==> config.mk <==
export PLATFORM = sky130hd
export DESIGN_NAME = fetch_stage
export DESIGN_NICKNAME = d
export VERILOG_FILES = /design/src/rtl/arm_pipe_pkg.sv /design/src/rtl/pipe_reg_en_clr.sv /design/src/rtl/fetch_stage.sv
export SDC_FILE = /design/constraint.sdc
export NUM_CORES = 1
export LEC_CHECK = 0
export BUFFER_PORTS_ARGS = -buffer_cell sky130_fd_sc_hd__clkbuf_2
export CAP_MARGIN = 20
export CORE_ASPECT_RATIO = 2
export CORE_MARGIN = 2
export CORE_UTILIZATION = 45
export DETAILED_ROUTE_END_ITERATION = 16
export PLACE_DENSITY = 0.75
export SYNTH_ARGS = -nofsm -noshare
export SYNTH_HDL_FRONTEND = slang
export SYNTH_SLANG_ARGS = --single-unit
==> constraint.sdc <==
create_clock -name clk -period 2.65 [get_ports clk]
set_clock_uncertainty 0.05 [all_clocks]
set_input_delay 0.53 -clock clk [delete_from_list [all_inputs] [get_ports clk]]
set_output_delay 0.53 -clock clk [all_outputs]
set_load 0.1 [all_outputs]
==> src/rtl/arm_pipe_pkg.sv <==
// rtl/arm_pipe_pkg.sv - shared constants and IF/ID record for the ARM pipeline
// Purpose: default reset PC, the NOP word injected on squash, and the IF/ID
//          pipeline register layout used by fetch and decode.
package arm_pipe_pkg;

  localparam logic [31:0] RESET_PC  = 32'h0000_0000;
  localparam logic [31:0] NOP_INSTR = 32'hE1A0_0000;  // MOV R0,R0

  typedef struct packed {
    logic [31:0] instr;
    logic [31:0] pc;
    logic [31:0] pc_plus8;
    logic        valid;
  } if_id_t;

endpackage

==> src/rtl/pipe_reg_en_clr.sv <==
// rtl/pipe_reg_en_clr.sv - generic pipeline register with enable and clear
// Purpose: holds one pipeline record. Priority reset > clr > en > hold.
// Ports:
//   clk    in  rising-edge clock
//   reset  in  synchronous active-high reset, loads RESET_VAL
//   en     in  load d
//   clr    in  squash: bits selected by CLR_KEEP hold, all others take CLR_VAL
//   d      in  next record
//   q      out registered record
module pipe_reg_en_clr #(
  parameter type T         = logic [31:0],
  parameter T    RESET_VAL = '0,
  parameter T    CLR_VAL   = '0,
  parameter T    CLR_KEEP  = '0
) (
  input  logic clk,
  input  logic reset,
  input  logic en,
  input  logic clr,
  input  T     d,
  output T     q
);

  always_ff @(posedge clk) begin
    if (reset) begin
      q <= RESET_VAL;
    end else if (clr) begin
      q <= T'((q & CLR_KEEP) | (CLR_VAL & ~CLR_KEEP));
    end else if (en) begin
      q <= d;
    end
  end

endmodule

==> src/rtl/fetch_stage.sv <==
// rtl/fetch_stage.sv - IF stage: PC register, next-PC mux and IF/ID register
// Purpose: drives the instruction-memory address, captures the returned word
//          into IF/ID, and honours stall/flush and EX branch redirect.
// Optional feature: FETCH_STATS_EN adds saturating fetch_cnt / bubble_cnt.
// Ports:
//   clk, reset        clock, synchronous active-high reset
//   stall_f           hold PC
//   stall_d           hold IF/ID
//   flush_d           squash IF/ID to NOP
//   branch_taken_e    redirect from EX this cycle
//   branch_target_e   redirect target (bits [1:0] ignored)
//   pc_f              fetch address to instruction memory
//   instr_f           instruction word for pc_f (combinational memory)
//   instr_d, pc_d, pc_plus8_d, valid_d   IF/ID outputs
//   fetch_cnt, bubble_cnt                (FETCH_STATS_EN only)
module fetch_stage #(
  parameter logic [31:0] RESET_PC  = arm_pipe_pkg::RESET_PC,
  parameter logic [31:0] NOP_INSTR = arm_pipe_pkg::NOP_INSTR
) (
  input  logic        clk,
  input  logic        reset,
  input  logic        stall_f,
  input  logic        stall_d,
  input  logic        flush_d,
  input  logic        branch_taken_e,
  input  logic [31:0] branch_target_e,
  output logic [31:0] pc_f,
  input  logic [31:0] instr_f,
  output logic [31:0] instr_d,
  output logic [31:0] pc_d,
  output logic [31:0] pc_plus8_d,
  output logic        valid_d
`ifdef FETCH_STATS_EN
  ,
  output logic [31:0] fetch_cnt,
  output logic [31:0] bubble_cnt
`endif
);
  import arm_pipe_pkg::*;

  localparam logic [31:0] WORD_MASK = 32'hFFFF_FFFC;

  localparam if_id_t IFID_RESET = '{instr: NOP_INSTR, pc: 32'h0,
                                    pc_plus8: 32'h8, valid: 1'b0};
  localparam if_id_t IFID_BUBBLE = '{instr: NOP_INSTR, pc: 32'h0,
                                     pc_plus8: 32'h0, valid: 1'b0};
  // A squash replaces the instruction and valid bit but keeps the PC fields.
  localparam if_id_t IFID_KEEP = '{instr: 32'h0, pc: 32'hFFFF_FFFF,
                                   pc_plus8: 32'hFFFF_FFFF, valid: 1'b0};

  logic [31:0] pc_q;
  logic [31:0] target_aligned;
  logic        squash;
  logic        load;
  if_id_t      if_id_d;
  if_id_t      if_id_q;

  // Masking instead of slicing keeps every target bit in use.
  assign target_aligned = branch_target_e & WORD_MASK;
  assign pc_f           = pc_q;

  always_ff @(posedge clk) begin
    if (reset) begin
      pc_q <= RESET_PC & WORD_MASK;
    end else if (branch_taken_e) begin
      pc_q <= target_aligned;       // redirect beats stall_f
    end else if (!stall_f) begin
      pc_q <= pc_q + 32'd4;         // wraps modulo 2^32
    end
  end

  // The instruction in IF when a branch resolves is on the wrong path.
  assign squash = flush_d | branch_taken_e;
  assign load   = !squash && !stall_d;

  assign if_id_d = '{instr: instr_f, pc: pc_q, pc_plus8: pc_q + 32'd8, valid: 1'b1};

  pipe_reg_en_clr #(
    .T         (if_id_t),
    .RESET_VAL (IFID_RESET),
    .CLR_VAL   (IFID_BUBBLE),
    .CLR_KEEP  (IFID_KEEP)
  ) u_if_id (
    .clk   (clk),
    .reset (reset),
    .en    (!stall_d),
    .clr   (squash),
    .d     (if_id_d),
    .q     (if_id_q)
  );

  assign instr_d    = if_id_q.instr;
  assign pc_d       = if_id_q.pc;
  assign pc_plus8_d = if_id_q.pc_plus8;
  assign valid_d    = if_id_q.valid;

`ifdef FETCH_STATS_EN
  always_ff @(posedge clk) begin
    if (reset) begin
      fetch_cnt  <= 32'h0;
      bubble_cnt <= 32'h0;
    end else begin
      if (load && fetch_cnt != 32'hFFFF_FFFF) begin
        fetch_cnt <= fetch_cnt + 32'd1;
      end
      if (squash && bubble_cnt != 32'hFFFF_FFFF) begin
        bubble_cnt <= bubble_cnt + 32'd1;
      end
    end
  end
`else
  logic unused_load;
  assign unused_load = load;
`endif

endmodule

==> run summary <==
In this run the most critical hold path is launched from instr_f[24]. In this run the static leakage power is 3.10 nW. The core region is 12600 um2. The number of different library cells used by synthesis comes to 48.

The synthesized design spends more area on one cell type than any other, namely dfxtp_1. The starting density of the core is 0.462. The routed length per placed instance is 17.7 um. The area growth from synthesis to final layout came out at 26.9%. The number of antenna violations at the first check in global routing came out at 0.

The top-level I/O count is 199. Timing would allow up to 0.432 GHz. The critical path arrival came out at 2.58 ns. The hold violation count in the final report came out at 0. The via count of the first global-routing pass came out at 5432. The portion of synthesized area spent on multiplexers is 0.0570.

The synthesized-area fraction occupied by and/or/nand/nor cells is 0.234. Of the post-synthesis cell area, the dominant cell type holds 0.421. For the worst setup path, the data required time is 2.92 ns. The fraction of final layout cells sized beyond drive strength 1 is 0.322. For this run, the post-layout net count is 924. The worst min-delay path category is in2reg. For this design, the slowest cell found on the critical path is or4_1. The sort of element at the end of the critical path is a flip-flop. Ranked by total cell area, the synthesized netlist is headed by dfxtp_1 (42%), nand2_1 (5.9%), mux2i_1 (5.7%). For flop-to-flop paths, the worst setup slack is 0.34 ns. The flow ran to the end, and the final reports show no timing, DRC or antenna violations.

Headroom to the max-slew limit came out at 0.449. Power spread over the standard cell area amounts to 715 nW/um2. In this run the worst path has a maximum fanout of 9.

The clock tree synthesis step divided the H-tree into 4 levels. The largest single stage delay on the critical path is 0.69 ns. The setup fix buffers added after clock tree synthesis came out at 0. The number of rows created at floorplan came out at 58. The number of sinks on the clock net came out at 122.

The synthesized netlist occupies a cell area of 5800 um2. The clock transition time at the flip-flop clock pins of the worst setup and hold paths came out at 0.06 ns. The number of flops mapped to enable cells by yosys is 0.

The post-cts repair resize count is 0. The cell with the most instances after synthesis is dfxtp_1. The vertical die dimension is 165 um. The share of the cycle needed by the critical path after routing is 0.873. The initial detailed-routing violation count is 274. The fraction of the mapped netlist area in compound gates came out at 0.150. The mean instance size in the synthesized netlist is 8.42 um2. The endpoint identified for the worst register-to-register timing path is pc_f[23]. The last weighted congestion value of the routability-driven placer is 0.931. In this design, the largest share of critical-path delay is due to simple AND/OR/NAND/NOR gates.

During synthesis, Yosys emitted a total of 0 warnings. The number of detailed-route iterations in the first pass is 5. The gate count after technology mapping came out at 689. The startpoint identified for the worst register-to-register timing path is pc_f[10].

Of the total synthesized cell area, the portion taken by full adders, half adders and majority gates is 0.00647. The overflow left after global routing came out at 0. The length in cells of the worst reg-to-reg path came out at 4. The wire length of the first global-routing pass is 27600 um.

The worst setup path is launched from a flip-flop. The signal on the critical path passes through nand4_4, or4_1, or4_1, a311oi_1. The antenna diode count came out at 0.

The final standard cell utilization of the core is 0.586. By area, the combinational part of the netlist is dominated by simple AND/OR/NAND/NOR gates. The final count of negative-setup-slack endpoints came out at 0. The worst-skew pair later-pin latency is 0.41 ns. Of the total synthesized cell area, the portion taken by XOR and XNOR cells is 0.0332. The actual slew at the worst max-slew pin came out at 0.826 ns. The combined global-route utilization of all metal layers came out at 0.255. The library cell used as clock root buffer is clkbuf_16.

The chip width is 84.3 um. Ranked by instance count, the synthesized netlist is headed by dfxtp_1 (122), nand2_1 (91), nor2_1 (56). The flip-flop cell with the highest count after synthesis is dfxtp_1.

The die outline area came out at 13900 um2. The sum of buffers and inverters on the critical path came out at 0. In this run the tool buffered the top-level ports with 190 buffer cells. The sum of negative setup slack came out at 0 ns. The sum of routed wire length over all layers is 18000 um.

In this run the remaining antenna-violating nets after routing total 0. The pin count of the biggest net entering global routing came out at 65. TritonCTS built the clock tree. The hold-critical path endpoint is u_if_id.q[89].

The maximum buffer depth of the clock tree is 2. The maximum vdd drop is 579 uV. Setup repair after global routing left no endpoint under its margin.

The half-perimeter wire length after placement came out at 13500 um. The routed layout has 5703 vias. Counting stages on the worst path, the most repeated cell is or4_1.

The worst hold path passes through 3 cells. The final max-slew violation count came out at 0. The number of hold buffers added after cts came out at 0. The fraction of the yosys area taken by sequential cells is 0.421.

The worst setup path is of the reg2reg kind. The share of synthesized registers carrying an async set or reset is 0. The final critical-path required period is 2.31 ns. The number of synthesized register bits came out at 122. The number of buffers created by CTS is 17. The remaining design rule violation count is 0. The number of maximum-capacitance violations is 0.

The via density per instance came out at 5.62.
## cells in the final DEF (no fill, tap or decap), types with 14 or more instances in the layout
master	Yosys	routed
clkbuf_2	0	190
dfxtp_1	122	122
nand2_1	91	91
nor2_1	56	56
a21oi_1	48	48
buf_4	40	42
mux2i_1	33	33
o21ai_0	31	31
a211oi_1	17	17
clkbuf_16	0	17
nor4_1	16	16
nor3_1	16	15
xnor2_1	14	14
a311oi_1	14	14
## flip-flops by register name, summed over array words and instances (netlist names)
register,flops
pc_f,30
u_if_id.q,92
## per-stage QoR
step	power [mW]	setup slack, ns	area (um2)	hold WS (ns)	std cells
after floorplan	2.84	0.412	5820	0.435	694
after global routing	5.43	0.239	7360	0.283	1014
after global placement	3.02	0.392	6770	0.388	982
after detailed placement	3.02	0.361	6770	0.395	982
after CTS	5.30	0.340	7360	0.270	1014
final	5.26	0.338	7360	0.286	1014
## kinds of logic (layout without fill, tap and decap cells)
| kind of cell | Yosys count | count (layout) |
|---|---|---|
| buf+inv | 107 | 277 |
| compound gates | 139 | 139 |
| simple gates | 262 | 262 |
| other cells | 1 | 6 |
| mux | 33 | 33 |
| xor+xnor | 22 | 22 |
| fa+ha+maj | 3 | 3 |
| flops | 122 | 122 |
## cell type report
class | instances | area [um2]
fillers | 1172 | 5200
multi-input cells | 465 | 2810
flip-flops and latches | 122 | 2440
repair buffers | 233 | 1290
clock buffers | 18 | 439
well taps | 150 | 188
clock inverters | 14 | 146
inverters | 12 | 45.0
## worst min-delay path, delay by kind of cell
family                 cells  cell delay, ns
buffers and inverters      1            0.07
muxes                      1            0.05
and+or+nand+nor            1            0.06
## how the worst max path moves through the flow
stage	startpoint	endpoint	slack, ns	cells past startpoint
detailed placement	pc_f[10]	pc_f[23]	0.36	4
global route	pc_f[12]	pc_f[30]	0.24	4
global placement	stall_f	pc_f[23]	0.39	5
CTS	pc_f[12]	pc_f[30]	0.34	4
floorplan	stall_f	pc_f[25]	0.41	5
finish	pc_f[10]	pc_f[23]	0.34	4
## layer usage
layer | routed length [um] | part of all wire | track usage
met1 | 6210 | 0.34 | 0.253
met3 | 1100 | 0.061 | 0.0530
met2 | 9650 | 0.54 | 0.465
met5 | 0 | 0 | 0
met4 | 1040 | 0.058 | 0.181
## report_power, final
group	leakage [nW]	switching, mW	total, mW	internal (mW)
Sequential	0.996	0.0811	1.99	1.91
Combinational	1.82	0.795	1.00	0.205
Clock	0.282	0.866	2.28	1.41
Total	3.10	1.74	5.26	3.52
Note: power is estimated with default switching activity, not from simulation.
